<file path="src/rtl/instr_fetch_unit_if.sv">
// Bus bundle between the SAP-2 fetch unit, program memory and the
// execute sequencer. The master side is the fetch unit.
interface instr_fetch_unit_if #(
  parameter int ADDR_WIDTH = 16,
  parameter int DATA_WIDTH = 8
);
  logic [ADDR_WIDTH-1:0] mem_addr_o;
  logic                  mem_rd_o;
  logic [DATA_WIDTH-1:0] mem_data_i;
  logic [1:0]            instr_len_i;
  logic [DATA_WIDTH-1:0] opcode_o;
  logic [DATA_WIDTH-1:0] temp_1_o;
  logic [DATA_WIDTH-1:0] temp_2_o;
  logic [ADDR_WIDTH-1:0] pc_o;
  logic                  instr_valid_o;
  logic                  exec_done_i;
  logic                  pc_load_i;
  logic [ADDR_WIDTH-1:0] pc_load_addr_i;
  logic                  halt_i;
  logic                  halted_o;
  logic                  illegal_len_o;

  modport master (
    output mem_addr_o, mem_rd_o, opcode_o, temp_1_o, temp_2_o, pc_o,
           instr_valid_o, halted_o, illegal_len_o,
    input  mem_data_i, instr_len_i, exec_done_i, pc_load_i,
           pc_load_addr_i, halt_i
  );

  modport slave (
    input  mem_addr_o, mem_rd_o, opcode_o, temp_1_o, temp_2_o, pc_o,
           instr_valid_o, halted_o, illegal_len_o,
    output mem_data_i, instr_len_i, exec_done_i, pc_load_i,
           pc_load_addr_i, halt_i
  );
endinterface

</file>
<file path="src/rtl/instr_fetch_unit.sv">
// SAP-2 instruction fetch unit: owns the PC, fetches 1-3 byte instructions
// from a 1-cycle-latency memory (4 cycles per byte) and holds the result
// for the execute sequencer until it is retired.
module instr_fetch_unit #(
  parameter int                    ADDR_WIDTH   = 16,
  parameter int                    DATA_WIDTH   = 8,
  parameter logic [ADDR_WIDTH-1:0] RESET_VECTOR = 16'hF000
) (
  input logic                clk,
  input logic                reset,
  instr_fetch_unit_if.master bus
);

  typedef enum logic [2:0] {
    S_ADDR, S_WAIT, S_LATCH, S_CHK, S_HOLD, S_HALT
  } state_t;

  state_t                state;
  logic [1:0]            idx;
  logic [ADDR_WIDTH-1:0] pc;
  logic [DATA_WIDTH-1:0] opcode;
  logic [DATA_WIDTH-1:0] temp_1;
  logic [DATA_WIDTH-1:0] temp_2;
  logic                  rd;
  logic                  valid;
  logic                  halted;
  logic                  illegal;
  logic [1:0]            len_eff;

  // A zero length from decode is fetched as a single-byte instruction.
  assign len_eff = (bus.instr_len_i == 2'd0) ? 2'd1 : bus.instr_len_i;

  assign bus.mem_addr_o    = pc;
  assign bus.mem_rd_o      = rd;
  assign bus.opcode_o      = opcode;
  assign bus.temp_1_o      = temp_1;
  assign bus.temp_2_o      = temp_2;
  assign bus.pc_o          = pc;
  assign bus.instr_valid_o = valid;
  assign bus.halted_o      = halted;
  assign bus.illegal_len_o = illegal;

  // Fetch sequencer: per-byte ADDR/WAIT/LATCH/CHK, then HOLD until retired.
  // Out of reset the FSM sits in S_ADDR with the strobe low; the first edge
  // raises the strobe, every later entry into S_ADDR raises it on the way in.
  always_ff @(posedge clk or negedge reset) begin
    if (!reset) begin
      state   <= S_ADDR;
      idx     <= 2'd0;
      pc      <= RESET_VECTOR;
      opcode  <= '0;
      temp_1  <= '0;
      temp_2  <= '0;
      rd      <= 1'b0;
      valid   <= 1'b0;
      halted  <= 1'b0;
      illegal <= 1'b0;
    end else begin
      case (state)
        S_ADDR: begin
          if (rd) state <= S_WAIT;
          else    rd    <= 1'b1;
        end
        S_WAIT: begin
          rd    <= 1'b0;
          state <= S_LATCH;
        end
        S_LATCH: begin
          case (idx)
            2'd0:    opcode <= bus.mem_data_i;
            2'd1:    temp_1 <= bus.mem_data_i;
            default: temp_2 <= bus.mem_data_i;
          endcase
          pc    <= pc + ADDR_WIDTH'(1);
          state <= S_CHK;
        end
        S_CHK: begin
          if (bus.instr_len_i == 2'd0) illegal <= 1'b1;
          if ((idx + 2'd1) < len_eff) begin
            idx   <= idx + 2'd1;
            rd    <= 1'b1;
            state <= S_ADDR;
          end else begin
            idx   <= 2'd0;
            valid <= 1'b1;
            state <= S_HOLD;
          end
        end
        S_HOLD: begin
          if (bus.exec_done_i) begin
            valid <= 1'b0;
            if (bus.halt_i) begin
              halted <= 1'b1;
              state  <= S_HALT;
            end else begin
              if (bus.pc_load_i) pc <= bus.pc_load_addr_i;
              rd    <= 1'b1;
              state <= S_ADDR;
            end
          end
        end
        S_HALT: begin
          state <= S_HALT;
        end
        default: begin
          rd    <= 1'b0;
          valid <= 1'b0;
          idx   <= 2'd0;
          state <= S_ADDR;
        end
      endcase
    end
  end

endmodule

</file>
<file path="src/flat_wrapper.sv">
// flat-port wrapper written by rule: the top's interface ports become plain ports
module instr_fetch_unit_flat 
#(
  parameter int                    ADDR_WIDTH   = 16,
  parameter int                    DATA_WIDTH   = 8,
  parameter logic [ADDR_WIDTH-1:0] RESET_VECTOR = 16'hF000
)
  (clk, reset, bus_mem_addr_o, bus_mem_rd_o, bus_opcode_o, bus_temp_1_o, bus_temp_2_o, bus_pc_o, bus_instr_valid_o, bus_halted_o, bus_illegal_len_o, bus_mem_data_i, bus_instr_len_i, bus_exec_done_i, bus_pc_load_i, bus_pc_load_addr_i, bus_halt_i);
  instr_fetch_unit_if #(.ADDR_WIDTH(ADDR_WIDTH), .DATA_WIDTH(DATA_WIDTH)) bus_i ();
  input logic clk;
  input logic reset;
  output wire logic [$bits(bus_i.mem_addr_o)-1:0] bus_mem_addr_o;
  output wire logic [$bits(bus_i.mem_rd_o)-1:0] bus_mem_rd_o;
  output wire logic [$bits(bus_i.opcode_o)-1:0] bus_opcode_o;
  output wire logic [$bits(bus_i.temp_1_o)-1:0] bus_temp_1_o;
  output wire logic [$bits(bus_i.temp_2_o)-1:0] bus_temp_2_o;
  output wire logic [$bits(bus_i.pc_o)-1:0] bus_pc_o;
  output wire logic [$bits(bus_i.instr_valid_o)-1:0] bus_instr_valid_o;
  output wire logic [$bits(bus_i.halted_o)-1:0] bus_halted_o;
  output wire logic [$bits(bus_i.illegal_len_o)-1:0] bus_illegal_len_o;
  input wire logic [$bits(bus_i.mem_data_i)-1:0] bus_mem_data_i;
  input wire logic [$bits(bus_i.instr_len_i)-1:0] bus_instr_len_i;
  input wire logic [$bits(bus_i.exec_done_i)-1:0] bus_exec_done_i;
  input wire logic [$bits(bus_i.pc_load_i)-1:0] bus_pc_load_i;
  input wire logic [$bits(bus_i.pc_load_addr_i)-1:0] bus_pc_load_addr_i;
  input wire logic [$bits(bus_i.halt_i)-1:0] bus_halt_i;
  assign bus_mem_addr_o = bus_i.mem_addr_o;
  assign bus_mem_rd_o = bus_i.mem_rd_o;
  assign bus_opcode_o = bus_i.opcode_o;
  assign bus_temp_1_o = bus_i.temp_1_o;
  assign bus_temp_2_o = bus_i.temp_2_o;
  assign bus_pc_o = bus_i.pc_o;
  assign bus_instr_valid_o = bus_i.instr_valid_o;
  assign bus_halted_o = bus_i.halted_o;
  assign bus_illegal_len_o = bus_i.illegal_len_o;
  assign bus_i.mem_data_i = bus_mem_data_i;
  assign bus_i.instr_len_i = bus_instr_len_i;
  assign bus_i.exec_done_i = bus_exec_done_i;
  assign bus_i.pc_load_i = bus_pc_load_i;
  assign bus_i.pc_load_addr_i = bus_pc_load_addr_i;
  assign bus_i.halt_i = bus_halt_i;
  instr_fetch_unit #(.ADDR_WIDTH(ADDR_WIDTH), .DATA_WIDTH(DATA_WIDTH), .RESET_VECTOR(RESET_VECTOR)) u_core (.clk(clk), .reset(reset), .bus(bus_i));
endmodule
</file>
<file path="config.mk">
export PLATFORM = sky130hd
export DESIGN_NAME = instr_fetch_unit_flat
export DESIGN_NICKNAME = d
export VERILOG_FILES = /design/src/rtl/instr_fetch_unit_if.sv /design/src/rtl/instr_fetch_unit.sv /design/src/flat_wrapper.sv
export SDC_FILE = /design/constraint.sdc
export NUM_CORES = 1
export LEC_CHECK = 0
export CAP_MARGIN = 20
export CORE_ASPECT_RATIO = 2
export CORE_MARGIN = 2
export CORE_UTILIZATION = 43
export DETAILED_ROUTE_END_ITERATION = 12
export PLACE_DENSITY = 0.89
export SETUP_SLACK_MARGIN = 0.2
export SYNTH_ARGS = -nofsm -noshare
export SYNTH_HDL_FRONTEND = slang
export SYNTH_SLANG_ARGS = --single-unit
export TNS_END_PERCENT = 10
</file>
<file path="constraint.sdc">
create_clock -name clk -period 2.8 [get_ports clk]
set_input_delay 0.56 -clock clk [delete_from_list [all_inputs] [get_ports clk]]
set_output_delay 0.56 -clock clk [all_outputs]
set_load 0.05 [all_outputs]
</file>
==> results of run 1 <==
[final timing paths]
kind	to	slack (ps)	cells past startpoint
min in group clk	u_core.bus.illegal_len_o	480	2
worst max-delay path	bus_pc_o[13]	490	1
worst min-delay path	u_core.bus.instr_valid_o	250	1
worst max register to register	u_core.bus.mem_addr_o[8]	770	5
worst min register to register	u_core.bus.illegal_len_o	480	2
max in group asynchronous	u_core.bus.opcode_o[3]	1910	2
[power by group]
group / switching [mW] / internal, mW / total (mW)
clock network: 0.252 / 0.423 / 0.675
logic: 0.0592 / 0.0590 / 0.118
registers: 0.00390 / 0.715 / 0.719
total: 0.315 / 1.20 / 1.51
[synth_stat cells, types with 3 or more instances]
| cell type | instances |
|---|---|
| buf_6 | 4 |
| mux2_4 | 8 |
| buf_4 | 19 |
| buf_2 | 7 |
| nand3_1 | 11 |
| a2bb2oi_1 | 5 |
| o22ai_1 | 6 |
| nor3_1 | 3 |
| o21ai_0 | 6 |
| inv_1 | 9 |
| nand2_1 | 16 |
| mux2_2 | 16 |
| a21oi_1 | 17 |
| dfstp_2 | 4 |
| nand4_1 | 6 |
| o31ai_1 | 3 |
| o21ai_1 | 3 |
| and4_1 | 3 |
| and3_1 | 4 |
| nor2_1 | 7 |
| and2_1 | 3 |
| ha_1 | 4 |
| dfrtp_1 | 45 |
| a31oi_1 | 3 |
[flip-flops by register name, summed over array words and instances (netlist names)]
| register | count |
|---|---|
| u_core.bus.halted_o | 1 |
| u_core.bus.temp_1_o | 8 |
| u_core.bus.instr_valid_o | 1 |
| u_core.bus.illegal_len_o | 1 |
| u_core.bus.opcode_o | 8 |
| u_core.bus.mem_addr_o | 16 |
| u_core.state | 3 |
| u_core.bus.temp_2_o | 8 |
| u_core.bus.mem_rd_o | 1 |
| u_core.idx | 2 |
[layout make-up]
| cell class | count | area share [%] |
|---|---|---|
| clock inverters | 2 | 1.083 |
| multi-input cells | 157 | 31.94 |
| inverters | 9 | 0.9434 |
| flip-flops and latches | 49 | 34.38 |
| well taps | 63 | 2.201 |
| clock buffers | 6 | 3.599 |
| repair buffers | 94 | 25.86 |
[per-stage QoR]
step	hold slack, ps	power (mW)	area, um2
CTS	265.7	1.520	3581
finish	249.9	1.512	3581
detailed placement	469.5	0.8503	3413
floorplan	264.4	0.7688	2631
global route	286.6	1.554	3581
global placement	454.7	0.8476	3413
[routing by layer]
layer	wire, um	track usage, %
met1	2452	23.11
met4	190	9.242
met3	239	2.373
met2	3707	35.38
met5	0	0
[cells by family (layout without fill, tap and decap cells)]
family	Yosys count	in the layout
AND/OR/NAND/NOR	67	67
AO/OA/AOI/OAI	61	61
flip-flops	49	49
buffers and inverters	39	111
multiplexers	24	24
adder cells (fa/ha/maj)	4	4
XOR/XNOR	1	1
==> metrics.txt, run 1 <==
post-place setup slack=431.5 ps; leading cell types in the layout, fill and taps excluded=clkdlybuf4s50_1, dfrtp_1, a21oi_1, mux2_2, nand2_1; Ys Warns=0; Synth Area in XOR/XNOR=0.3329%; grt total ovfl=0; # fillers=490; Post-Synthesis Cell Area=2631 um2; post-synthesis simple-gate area fraction=14.36%; clock sink count=49; # setup viols final=0; drt pass-1 iters=4; Worst Path Buf+Inv=1; Starting Density=roughly 44%; Skew-Pair Late Insertion Delay=290 ps; Cells after DPL=about 370; Layout Nets=~350; IR drop worst, VDD=0.4057 mV; Synth Area in Compound Gates=15.45%; Final Hold Viols=0; CP startpoint=u_core.bus.mem_addr_o[13]; outcome=finished, final reports clean; post-synthesis sequential area ratio=between 40 and 50%; delay-heaviest family, CP=buffers and inverters; # port buffers=90; vias in the first global route=2,185; crit path cell chain=clkdlybuf4s50_1; initial antenna violation count=0; width of the die=59.32 um; EDFF count, synth=0; # rows=40; Hold WC Path Type=input pin to async pin; layout cells sized above 1=15.14%; CTS buffer count=5; static leakage=1.548 nW; Post-Syn Nets=280; skew final=4.421 ps; antenna cells=0; Yosys top cell by area=dfrtp_1; core area=5956 um2; worst slew pin tran=854.4 ps; Die Y=114.6 um; io pins=91; period utilization=82.49%; CP required=between 2000 and 2500 ps; Die ar.=6799 um2; Final ANT Viol Nets=0; Post-route DRC=0; Mapped Cells=245; setup ws final=between 400 and 500 ps; Yosys reg bits=49; pin count of the biggest net entering global routing=28; post-CTS sizing=0; FFs w/ async S/R, synth=100.0%; setup TNS=0 ps; synth top area cells=dfrtp_1, mux2_2, buf_4, mux2_4, dfstp_2; Power Density=between 400 and 500 nW/um2; first-pass GRT wire length=10,450 um; H-tree levels=2; Worst-path clk slew=~60 ps; wire length per cell=about 17 um; Vias=2,191; Cell Count, Final, Fillers Out=380; adder-cell area share of the yosys netlist=1.902%; Startpoint Class=flop; Clock Path Buffers=2; FF+latch area=1231 um2; RSZ-0062 raised after global routing=false; mux contribution to synthesized area=11.41%; Main synth FF type=dfrtp_1; pins over their slew limit=0; Fmax=between 400 and 500 MHz; Syn Area/Cell=10.74 um2; Util after Layout=about 60%; # Post-CTS Setup Buffers=0; R2R Path Start=u_core.state[2]; most common cell after layout, fill and taps aside=clkdlybuf4s50_1; Root Buffer=clkbuf_16; vias per cell=5.766; Critical Path AT=1750 ps; Final Wtd Congestion=just over 0.8; Critical Path Slowest Stage Cell=clkdlybuf4s50_1; Layout area overhead=36.09%; Routed WL=6590 um; top-area cell type share of the netlist area=42.80%; critical path class=flop to output port; GRT Overall Usage=20.04%; Max-cap violations=0; detailed placement HPWL=5026 um; Crit path largest cell delay=830 ps; CTS hold repair buffers=0; CTS tree=built; CP max FO=9; DRC marker count from the first detailed-route iteration=70; endpoint class of the critical path=output port; largest family of logic cells by synthesized area=compound AO/OA/AOI/OAI gates; Synth cell types=49; Max-slew headroom=roughly 43%; footprint of the multi-input gates=1144 um2; Tmin final=2310 ps
No activity file was read; power rests on OpenSTA's default activity.
==> inputs of run 2 (changes only) <==
==> constraint.sdc (replaced) <==
create_clock -name clk -period 2.4 [get_ports clk]
set_input_delay 0.48 -clock clk [delete_from_list [all_inputs] [get_ports clk]]
set_output_delay 0.48 -clock clk [all_outputs]
set_load 0.05 [all_outputs]
==> metrics.txt, run 2 (synthesis gave the netlist of run 1 again) <==
final hold slack=~260 ps; Final Wtd Congestion=between 0.8 and 0.9; core area=approximately 6000 um2; pin count of the biggest net entering global routing=35; GRT Overall Usage=around a fifth; Cell Count, Final, Fillers Out=382; antenna cells=0; Tmin final=2155 ps; Startpoint Class=flop; Worst-path clk slew=70 ps; clock sink count=a little under 50; endpoint class of the critical path=output port; H-tree levels=2; wire length per cell=17.53 um; skew final=4.528 ps; vias per cell=5.691; Layout area overhead=35.81%; Die ar.=6799 um2; first-pass GRT wire length=10,430 um; CP required=1920 ps; worst slew pin tran=811.1 ps; io pins=just over 90; Starting Density=44.18%; post-place setup slack=197.4 ps; grt total ovfl=0; layout cells sized above 1=15.67%; most common cell after layout, fill and taps aside=clkdlybuf4s50_1; critical path class=flop to output port; setup ws final=245.3 ps; Layout Nets=353; Worst Path Buf+Inv=1; static leakage=1.565 nW; setup slack, reg-to-reg=400 ps; # rows=40; Final Hold Viols=0; DRC marker count from the first detailed-route iteration=64; IR drop worst, VDD=0.3819 mV; Max-slew headroom=45.67%; Max-cap violations=0; pins over their slew limit=0; Cells after DPL=about 370; crit path cell chain=clkdlybuf4s50_1; # Post-CTS Setup Buffers=0; leading cell types in the layout, fill and taps excluded=clkdlybuf4s50_1, dfrtp_1, a21oi_1, mux2_2, nand2_1; Critical Path AT=1670 ps; # setup viols final=0; Hold WC Path Type=input pin to async pin; Clock Path Buffers=2; period utilization=between 80% and 90%; # fillers=a little under 500; vias in the first global route=2,116; post-CTS sizing=1; Routed WL=6697 um; width of the die=approximately 59 um; CTS hold repair buffers=0; CP max FO=6; delay-heaviest family, CP=buffers and inverters; Crit path largest cell delay=810 ps; Skew-Pair Late Insertion Delay=290 ps; # port buffers=90; max reg flops=16; CTS tree=built; Critical Path Slowest Stage Cell=clkdlybuf4s50_1; detailed placement HPWL=~5000 um; Die Y=between 100 and 150 um; Post-route DRC=0; Final ANT Viol Nets=0; Vias=2,174; drt pass-1 iters=6; Power Density=between 400 and 500 nW/um2; CTS buffer count=5; setup TNS=0 ps; RSZ-0062 raised after global routing=true; outcome=finished, final reports clean; Fmax=464.1 MHz; initial antenna violation count=0; Root Buffer=clkbuf_16
run 2: metrics by stage:
stage / util [%] / total power, mW / instance area (um2)
floorplan: - / 0.8969 / 2631
global placement: 57.56 / 0.9885 / 3428
detailed placement: 57.56 / 0.9920 / 3428
CTS: 59.96 / 1.681 / 3571
global route: 60.00 / 1.724 / 3573
finish: 60.00 / 1.670 / 3573
run 2: path summary, 6_finish.rpt:
path | from | end | depth (start not counted)
max | u_core.bus.mem_addr_o[14] | bus_mem_addr_o[14] | 1
min | reset | u_core.bus.mem_addr_o[4] | 1
max reg2reg | u_core.state[1] | u_core.bus.opcode_o[6] | 3
min reg2reg | u_core.bus.halted_o | u_core.bus.halted_o | 1
max in group asynchronous | reset | u_core.bus.halted_o | 2
min in group clk | u_core.bus.halted_o | u_core.bus.halted_o | 1
run 2: area by class of cell:
cell class | instances | area (um2) | share of cell area, %
Inverter | 9 | 33.78 | 0.9454
Tap cell | 63 | 78.83 | 2.206
Clock buffer | 6 | 128.9 | 3.606
Timing Repair Buffer | 96 | 942.2 | 26.37
Multi-Input combinational cell | 157 | 1144 | 32.00
Clock inverter | 2 | 15.01 | 0.4202
Sequential cell | 49 | 1231 | 34.45
run 2: per-layer routing:
layer  up-vias  share of wire [%]  GRT usage (%)  wire, um
li1       1023                  -              -         -
met1      1075                 36          22.85      2439
met2        66                 58          36.04      3873
met3        10                3.8          3.277       254
met4         0                1.9          9.091       130
met5         -                  0              0         0
run 2: power by group:
part / leakage, nW / switching (mW) / internal, mW
sequential: 0.613 / 0.00464 / 0.834
combinational: 0.889 / 0.0689 / 0.0688
clock: 0.0631 / 0.307 / 0.387
total: 1.56 / 0.380 / 1.29
==> inputs of run 3 (changes only) <==
==> constraint.sdc (replaced) <==
create_clock -name clk -period 2.75 [get_ports clk]
set_input_delay 0.55 -clock clk [delete_from_list [all_inputs] [get_ports clk]]
set_output_delay 0.55 -clock clk [all_outputs]
set_load 0.05 [all_outputs]
==> metrics.txt, run 3 (synthesis gave the netlist of run 1 again) <==
Clock Path Buffers=2; vias in the first global route=2,039; endpoint class of the critical path=output port; DP Area=around 3400 um2; # port buffers=90; Critical Path Slowest Stage Cell=clkdlybuf4s50_1; Final ANT Viol Nets=0; Power Density=about 410 nW/um2; grt total ovfl=0; Fmax=437.8 MHz; clock sink count=49; vias per cell=approximately 5.6; CP required=2200 ps; R2R Path Start=u_core.state[1]; CP max FO=9; Die ar.=6799 um2; max reg flops=16; Root Buffer=clkbuf_16; skew final=7.587 ps; Post-route DRC=0; Layout Nets=350; detailed placement HPWL=~4700 um; CTS hold repair buffers=0; Worst-path clk slew=~70 ps; io pins=91; Max-cap violations=0; Max-slew headroom=46.81%; # setup viols final=0; setup TNS=0 ps; period utilization=83.06%; Final Hold Viols=0; RSZ-0062 raised after global routing=false; Die Y=~110 um; Worst Path Buf+Inv=1; width of the die=between 50 and 60 um; most common cell after layout, fill and taps aside=clkdlybuf4s50_1; Crit path largest cell delay=830 ps; core area=5956 um2; H-tree levels=2; setup slack, reg-to-reg=790 ps; Vias=2,130; post-CTS sizing=0; critical path class=flop to output port; pins over their slew limit=0; Critical Path AT=1730 ps; Starting Density=roughly 44%; leading cell types in the layout, fill and taps excluded=clkdlybuf4s50_1, dfrtp_1, a21oi_1, mux2_2, nand2_1; # fillers=474; worst slew pin tran=794.1 ps; GRT Overall Usage=19.50%; drt pass-1 iters=4; delay-heaviest family, CP=buffers and inverters; Startpoint Class=flop; Tmin final=2284 ps; crit path cell chain=clkdlybuf4s50_1; post-place setup slack=430.0 ps; outcome=finished, final reports clean; antenna cells=0; IR drop worst, VDD=0.2945 mV; total power draw=1.467 mW; DRC marker count from the first detailed-route iteration=58; Design Area, Final=3557 um2; Crit Reg-Reg Endpoint=u_core.bus.opcode_o[5]; Hold WC Path Type=input pin to async pin; Skew-Pair Late Insertion Delay=290 ps; CTS tree=built; Cells after DPL=about 370; # rows=40; wire length per cell=16.69 um; layout cells sized above 1=15.19%; pin count of the biggest net entering global routing=50; static leakage=1.530 nW; Final Wtd Congestion=0.8051; setup ws final=465.8 ps; Routed WL=6327 um; Layout area overhead=35.19%; # Post-CTS Setup Buffers=0; CTS buffer count=5; reg2reg path depth=3; Cell Count, Final, Fillers Out=between 300 and 400; first-pass GRT wire length=roughly 10,000 um; initial antenna violation count=0
run 3: cell types whose count changed in the layout (fill, tap and decap cells not counted), sizes merged:
cell           delta
dlymetal6s2s      -1
buf               -3
inv               +1
clkbuf            -1
dlygate4sd2       -1
clkdlybuf4s50     +2
run 3: layout make-up:
type                    instances  area, um2  area share [%]
clock buffers                   5      125.1           3.517
clock inverters                 3      26.28          0.7387
inverters                       9      33.78          0.9497
multi-input cells             157       1144           32.15
flip-flops and latches         49       1231           34.61
well taps                      63      78.83           2.216
repair buffers                 93      918.4           25.82
run 3: report_power, final:
group | leakage (nW) | internal [mW] | total [mW] | switching, mW
registers | 0.613 | 0.727 | 0.731 | 0.00399
clock network | 0.0680 | 0.343 | 0.617 | 0.274
logic | 0.849 | 0.0591 | 0.118 | 0.0590
total | 1.53 | 1.13 | 1.47 | 0.337
run 3: how the worst max path moves through the flow:
| stage | from | depth (start not counted) | endpoint | slack (ps) |
|---|---|---|---|---|
| after floorplan | u_core.bus.mem_addr_o[0] | 6 | u_core.bus.mem_addr_o[14] | 810 |
| after global placement | bus_exec_done_i | 5 | u_core.bus.mem_addr_o[6] | 480 |
| after detailed placement | bus_exec_done_i | 5 | u_core.bus.mem_addr_o[8] | 430 |
| after CTS | u_core.bus.mem_addr_o[13] | 1 | bus_pc_o[13] | 460 |
| after global routing | u_core.bus.mem_addr_o[13] | 1 | bus_pc_o[13] | 420 |
| final | u_core.bus.mem_addr_o[13] | 1 | bus_pc_o[13] | 470 |
run 3: through the flow:
| stage | hold slack, ps | util [%] |
|---|---|---|
| floorplan | 254.4 | - |
| global placement | 456.2 | 57.18 |
| detailed placement | 474.2 | 57.18 |
| CTS | 379.3 | 59.73 |
| global route | 412.6 | 59.73 |
| finish | 351.9 | 59.73 |
run 3: per-layer routing:
layer	global-route usage, %	wire [um]
met5	0	0
met4	9.394	155
met3	2.712	234
met2	34.29	3526
met1	22.18	2410
